**config.mk**
```make
export PLATFORM = sky130hd
export DESIGN_NAME = bk_adder_pipe
export DESIGN_NICKNAME = d
export VERILOG_FILES = /design/src/rtl/bk_adder_pipe.sv
export SDC_FILE = /design/constraint.sdc
export NUM_CORES = 1
export LEC_CHECK = 0
export CAP_MARGIN = 20
export CORE_MARGIN = 2
export CORE_UTILIZATION = 45
export DETAILED_ROUTE_END_ITERATION = 6
export GPL_ROUTABILITY_DRIVEN = 1
export HOLD_SLACK_MARGIN = 0.05
export PLACE_DENSITY = 0.64
export SYNTH_ARGS = -nofsm -noshare
export SYNTH_HDL_FRONTEND = slang
export SYNTH_SLANG_ARGS = --single-unit
```
**constraint.sdc**
```tcl
create_clock -name clk -period 4.2 [get_ports clk]
set_input_delay 1.26 -clock clk [delete_from_list [all_inputs] [get_ports clk]]
set_output_delay 1.26 -clock clk [all_outputs]
set_load 0.01 [all_outputs]
```
**src/rtl/bk_adder_pipe.sv**
```systemverilog
// bk_adder_pipe: three-stage pipelined Brent-Kung adder/subtractor with valid/ready flow control
module bk_adder_pipe #(
    parameter int WIDTH = 12,
    parameter int TAG_W = 4
) (
    input  logic             clk,
    input  logic             rst,
    input  logic             in_valid,
    output logic             in_ready,
    input  logic [WIDTH-1:0] in_a,
    input  logic [WIDTH-1:0] in_b,
    input  logic             in_cin,
    input  logic             in_sub,
    input  logic [TAG_W-1:0] in_tag,
    output logic             out_valid,
    input  logic             out_ready,
    output logic [WIDTH-1:0] out_sum,
    output logic             out_cout,
    output logic             out_ovf,
    output logic [TAG_W-1:0] out_tag
);
    // The carry-in occupies prefix position 0, so the tree spans WIDTH+1 leaves padded to a power of two.
    localparam int N = 2 ** $clog2(WIDTH + 1);
    localparam int L = $clog2(N);

    logic             v1_q, v2_q, v3_q;
    logic             adv1, adv2, adv3;
    logic [WIDTH-1:0] b_x, g1_d, p1_d, g1_q, p1_q;
    logic             c01_d, c01_q, am1_q, bm1_q;
    logic [TAG_W-1:0] tag1_q, tag2_q, tag3_q;
    logic [N-1:0]     gg, pp;
    logic [WIDTH:0]   c2_d, c2_q;
    logic [WIDTH-1:0] p2_q;
    logic             am2_q, bm2_q;
    logic [WIDTH-1:0] sum_d, sum3_q;
    logic             cout_d, ovf_d, cout3_q, ovf3_q;

    assign adv3      = ~v3_q | out_ready;
    assign adv2      = ~v2_q | adv3;
    assign adv1      = ~v1_q | adv2;
    assign in_ready  = adv1;
    assign out_valid = v3_q;
    assign out_sum   = sum3_q;
    assign out_cout  = cout3_q;
    assign out_ovf   = ovf3_q;
    assign out_tag   = tag3_q;

    // Operand conditioning: subtraction inverts B and forces the carry-in.
    always_comb begin
        b_x   = in_sub ? ~in_b : in_b;
        g1_d  = in_a & b_x;
        p1_d  = in_a ^ b_x;
        c01_d = in_sub | in_cin;
    end

    // Stage 1 register: generate/propagate, carry-in, MSBs and tag.
    always_ff @(posedge clk or posedge rst) begin
        if (rst) begin
            v1_q   <= 1'b0;
            g1_q   <= '0;
            p1_q   <= '0;
            c01_q  <= 1'b0;
            am1_q  <= 1'b0;
            bm1_q  <= 1'b0;
            tag1_q <= '0;
        end else begin
            if (adv1) v1_q <= in_valid;
            if (adv1 && in_valid) begin
                g1_q   <= g1_d;
                p1_q   <= p1_d;
                c01_q  <= c01_d;
                am1_q  <= in_a[WIDTH-1];
                bm1_q  <= b_x[WIDTH-1];
                tag1_q <= in_tag;
            end
        end
    end

    // Brent-Kung prefix tree: up-sweep builds power-of-two spans, down-sweep fills the gaps.
    always_comb begin
        gg          = '0;
        pp          = '0;
        gg[0]       = c01_q;
        gg[WIDTH:1] = g1_q;
        pp[WIDTH:1] = p1_q;
        for (int l = 0; l < L; l++) begin
            for (int i = 0; i < N; i++) begin
                if (((i + 1) % (1 << (l + 1))) == 0) begin
                    gg[i] = gg[i] | (pp[i] & gg[i - (1 << l)]);
                    pp[i] = pp[i] & pp[i - (1 << l)];
                end
            end
        end
        for (int l = L - 2; l >= 0; l--) begin
            for (int i = 0; i < N; i++) begin
                if ((((i + 1) % (1 << (l + 1))) == (1 << l)) && (i >= (1 << (l + 1)))) begin
                    gg[i] = gg[i] | (pp[i] & gg[i - (1 << l)]);
                    pp[i] = pp[i] & pp[i - (1 << l)];
                end
            end
        end
        c2_d = gg[WIDTH:0];
    end

    // Stage 2 register: all carries plus forwarded propagate, MSBs and tag.
    always_ff @(posedge clk or posedge rst) begin
        if (rst) begin
            v2_q   <= 1'b0;
            c2_q   <= '0;
            p2_q   <= '0;
            am2_q  <= 1'b0;
            bm2_q  <= 1'b0;
            tag2_q <= '0;
        end else begin
            if (adv2) v2_q <= v1_q;
            if (adv2 && v1_q) begin
                c2_q   <= c2_d;
                p2_q   <= p1_q;
                am2_q  <= am1_q;
                bm2_q  <= bm1_q;
                tag2_q <= tag1_q;
            end
        end
    end

    // Final sum; overflow when both effective operands share a sign the result does not (same as c[W]^c[W-1]).
    always_comb begin
        sum_d  = p2_q ^ c2_q[WIDTH-1:0];
        cout_d = c2_q[WIDTH];
        ovf_d  = (am2_q == bm2_q) & (sum_d[WIDTH-1] ^ am2_q);
    end

    // Stage 3 output register; holds while stalled and reads zero until the first result.
    always_ff @(posedge clk or posedge rst) begin
        if (rst) begin
            v3_q    <= 1'b0;
            sum3_q  <= '0;
            cout3_q <= 1'b0;
            ovf3_q  <= 1'b0;
            tag3_q  <= '0;
        end else begin
            if (adv3) v3_q <= v2_q;
            if (adv3 && v2_q) begin
                sum3_q  <= sum_d;
                cout3_q <= cout_d;
                ovf3_q  <= ovf_d;
                tag3_q  <= tag2_q;
            end
        end
    end
endmodule

```
Word-level counts from Yosys, hierarchy flattened
Index checks and enable logic that the tools add are counted.
W data, S select, Z words.
Storage, ports and cells
  word-level logic and storage cells: 81
  register bits after elaboration: 83
  bits of input ports: 34
  output and inout port bits: 20
Cells by class
  reductions and logical operators: 3
  bitwise gates (word level): 58
  eq/ne operators: 1
  mux-type cells: 1
Operators with widths (number)
  $and A1 B1 Y1: 27
  $xor A12 B12 Y12: 2
  $or A1 B1 Y1: 23
  $and A12 B12 Y12: 1
  $mux W12: 1
  $not A12 Y12: 1
  $logic_and A1 B1 Y1: 3
  $not A1 Y1: 3
  $eq A1 B1 Y1: 1
  $xor A1 B1 Y1: 1

Logic depth before layout (Yosys ltp)
  depth in word-level cells: 10
  depth in mapped cells: 6
  depth with buffers taken out: 5

Worst setup path before layout
No wires, ideal clock.
  kind: input to output
  start: in out_ready
  end: out in_ready
  arrival time: 1506 ps
  data required time: 2940 ps
  buffers on the path: 0
  slack: 1434 ps
  stages: 1
  cells stage by stage: nand4b_1
On the way
  cells in the longest elaborated chain, start to end: 3
Ends and longest elaborated chain
  from (decl): line 16  | input logic out_ready,
  $or A1 B1 Y1: line 38  | assign adv3 = ~v3_q | out_ready;
  $or A1 B1 Y1: line 39  | assign adv2 = ~v2_q | adv3;
  $or A1 B1 Y1: line 40  | assign adv1 = ~v1_q | adv2;
  to (decl): line 9  | output logic in_ready,
Every way passes these cells.

Worst setup path in the final report
Ends and elaborated chain as after synthesis.

==> key figures <==
Global routing
  • Vias in the first global route: 2281
  • Largest net degree at the start of global routing: 34
  • First-pass GRT wire length: 11.0 mm
  • Initial antenna violation count: 0
  • Overall Global Routing Usage: 0.166
  • GRT Residual Overflow: 0

Worst setup path
  • Crit Path Class: in2out
  • CP Data Required Time: 2.94 ns
  • Crit start category: input port
  • CP Max Fanout: 3
  • Reg2reg setup slack: around 2.5 ns
  • Arrival @ worst endpoint: 2.49 ns
  • Critical Path End Type: output pin

Detailed routing
  • # DRC: 0
  • Final WL: 6.36 mm
  • Final ANT Viol Nets: 0
  • DR iter-0 viols: 79
  • DRT Pass-1 Iters: 4
  • Vias per std cell: 4.89
  • Vias: 2359
  • DR WL/cell: 13.2 µm

Yosys
  • Seq/Total Area, Yosys: 0.579
  • Yosys top cell area share: 0.579
  • Post-synth top area cell: dfrtp_1
  • FF+latch count, synth: 83
  • Synth cell types: 30
  • Synth warn: 0
  • Mapped Nets: ~370
  • Avg Cell Area, Syn: 11.3 µm²
  • Top cells by area, synth: dfrtp_1, mux2_2, nand2_1, ha_1, o21ai_0
  • Mapped Area: between 3000 and 4000 µm²
  • Syn Inst Count: 319

CTS
  • CTS buffer count: 9
  • Clock transition at path regs: 0.08 ns
  • Post-CTS sizing: 0
  • CTS tree: done
  • Worst-skew pair later-pin latency: roughly 0.35 ns
  • Post-CTS Setup Bufs: 0
  • Hold-fix buffers, CTS: 0
  • CTS root buf: clkbuf_8
  • Clock Tree Buf Depth: 2
  • CTS sink cnt: 83
  • CTS H-tree depth: 3

Placed design
  • Final GP Congestion: 0.788
  • Place WS: 0.464 ns
  • Port bufs: 53
  • Final HPWL DP: 4.46 mm

Timing
  • Setup TNS Final: 0 ns
  • Worst relative slew slack: 0.475
  • Pins Over Slew Limit: 0
  • Hold Fails Final Rpt: 0
  • Crit path time final: 3.75 ns
  • Final Cycle Share: 0.892
  • Hold slack: 0.465 ns
  • Slew @ Worst Pin: 0.785 ns
  • Clk_skew: slightly above 0.009 ns
  • Setup violators final: 0
  • Fmax: 267 MHz
  • Fin worst setup slack: between 0.4 and 0.5 ns
  • RSZ-0062 raised after global routing: false

Cells and area
  • Multi-input gate area: 1450 µm²
  • Share of cells above drive strength 1: 0.155
  • Commonest non-fill, non-tap cell in the layout: nand2_1
  • Synth-to-Final Area Change: 24.5%
  • Most frequent cells in the layout: nand2_1, dfrtp_1, clkdlybuf4s50_1
  • Final #Nets: 421
  • Fillers: 676
  • Reg area: 2080 µm²
  • ANT cells: 0

Outcome
  • Status: finished, final reports clean

Floorplanning
  • Total die area: 8710 µm²
  • I/O pins: 54
  • # rows: 32
  • Initial core utilization: 0.465
  • Placeable Area: 7730 µm²
  • DIE HEIGHT: slightly above 90 µm
  • Die width: 93.3 µm

Power
  • Lkg Pwr: just over 2 nW
  • Pwr/cell area: ~560 nW/µm²
  • Maximum vdd drop: a little under 0.0002 V

Run
  • # Max-Cap Violations: 0

Hold path
  • Hold/Removal Path Class: reg2reg
[registers in the layout (all words and copies together) (netlist names)]
register	count
out_sum	12
tag2_q	4
g1_q	12
c01_q	1
out_cout	1
bm1_q	1
p1_q	12
am2_q	1
out_ovf	1
v1_q	1
am1_q	1
p2_q	12
out_tag	4
bm2_q	1
c2_q	13
out_valid	1
v2_q	1
tag1_q	4
[area by class of cell]
type | instances | area share
Timing Repair Buffer | 59 | 0.129
Inverter | 1 | 0.00112
Multi-Input combinational cell | 221 | 0.324
Sequential cell | 83 | 0.465
Clock buffer | 11 | 0.0339
Clock inverter | 5 | 0.0188
Tap cell | 102 | 0.0286
[per-layer routing]
layer	wire length, µm	vias to the layer above	share of wire	GRT usage
met5	0	-	0	0
met4	82	0	0.013	0.0711
met3	284	7	0.045	0.0435
met2	2850	56	0.45	0.246
met1	3150	1125	0.49	0.232
li1	-	1171	-	-
[synth_stat cells, drive strengths merged]
master and number:
dfrtp 83, and3 2, a2111oi 1, nor2b 2, nor3 1, nand2 90, a221oi 1, nand4b 1
a22oi 1, o31ai 1, buf 7, ha 12, o21ai 25, o31a 1, a21o 2, xor2 12
a2bb2oi 1, and2 1, nand3b 1, nand3 1, o21a 1, mux2 36, nand2b 4, o21ba 1
nor2 5, xnor2 12, mux2i 1, inv 1, a21oi 5, clkbuf 7
[worst paths after layout]
check / startpoint / endpoint / depth (start not counted)
hold / removal: bm1_q$_DFFE_PP0P_ / bm2_q$_DFFE_PP0P_ / 2
setup / recovery: out_ready / in_ready / 3
setup reg to reg: out_valid$_DFFE_PP0P_ / c2_q[12]$_DFFE_PP0P_ / 5
min in group asynchronous: rst / v2_q$_DFFE_PP0P_ / 2
hold reg to reg: bm1_q$_DFFE_PP0P_ / bm2_q$_DFFE_PP0P_ / 2
max in group asynchronous: rst / g1_q[9]$_DFFE_PP0P_ / 3
[worst max-delay path, stage by stage]
cell and delay, ns:
clkdlybuf4s50_1 0.48, nand4b_1 0.17, clkdlybuf4s50_1 0.57
[kinds of logic (layout without fill, tap and decap cells)]
kind of cell	count (synthesis)	count (layout)	share of synthesized area
compound gates	40	40	0.0648
flops	83	83	0.579
xor+xnor	24	24	0.0586
fa+ha+maj	12	12	0.0418
buf+inv	15	76	0.0181
mux	37	37	0.116
simple gates	108	108	0.122
[power by group]
| part | leakage, nW | switching (W) | total [W] | internal [W] |
|---|---|---|---|---|
| clock | 0.112 | 0.000284 | 0.000654 | 0.000369 |
| combinational | 0.930 | 0.000284 | 0.000655 | 0.000371 |
| sequential | 1.01 | 0.000149 | 0.00117 | 0.00103 |
[per-stage QoR]
| stage | cell area [µm²] | total power, W | util | std cells |
|---|---|---|---|---|
| 2_1_floorplan | 3590 | 0.00155 | - | 319 |
| 3_3_place_gp | 4230 | 0.00183 | 0.548 | 466 |
| 3_5_place_dp | 4230 | 0.00185 | 0.548 | 466 |
| 4_1_cts | 4470 | 0.00251 | 0.578 | 482 |
| 5_1_grt | 4470 | 0.00266 | 0.578 | 482 |
| 6_report | 4470 | 0.00248 | 0.578 | 482 |
(Power assumes the default switching activity.)
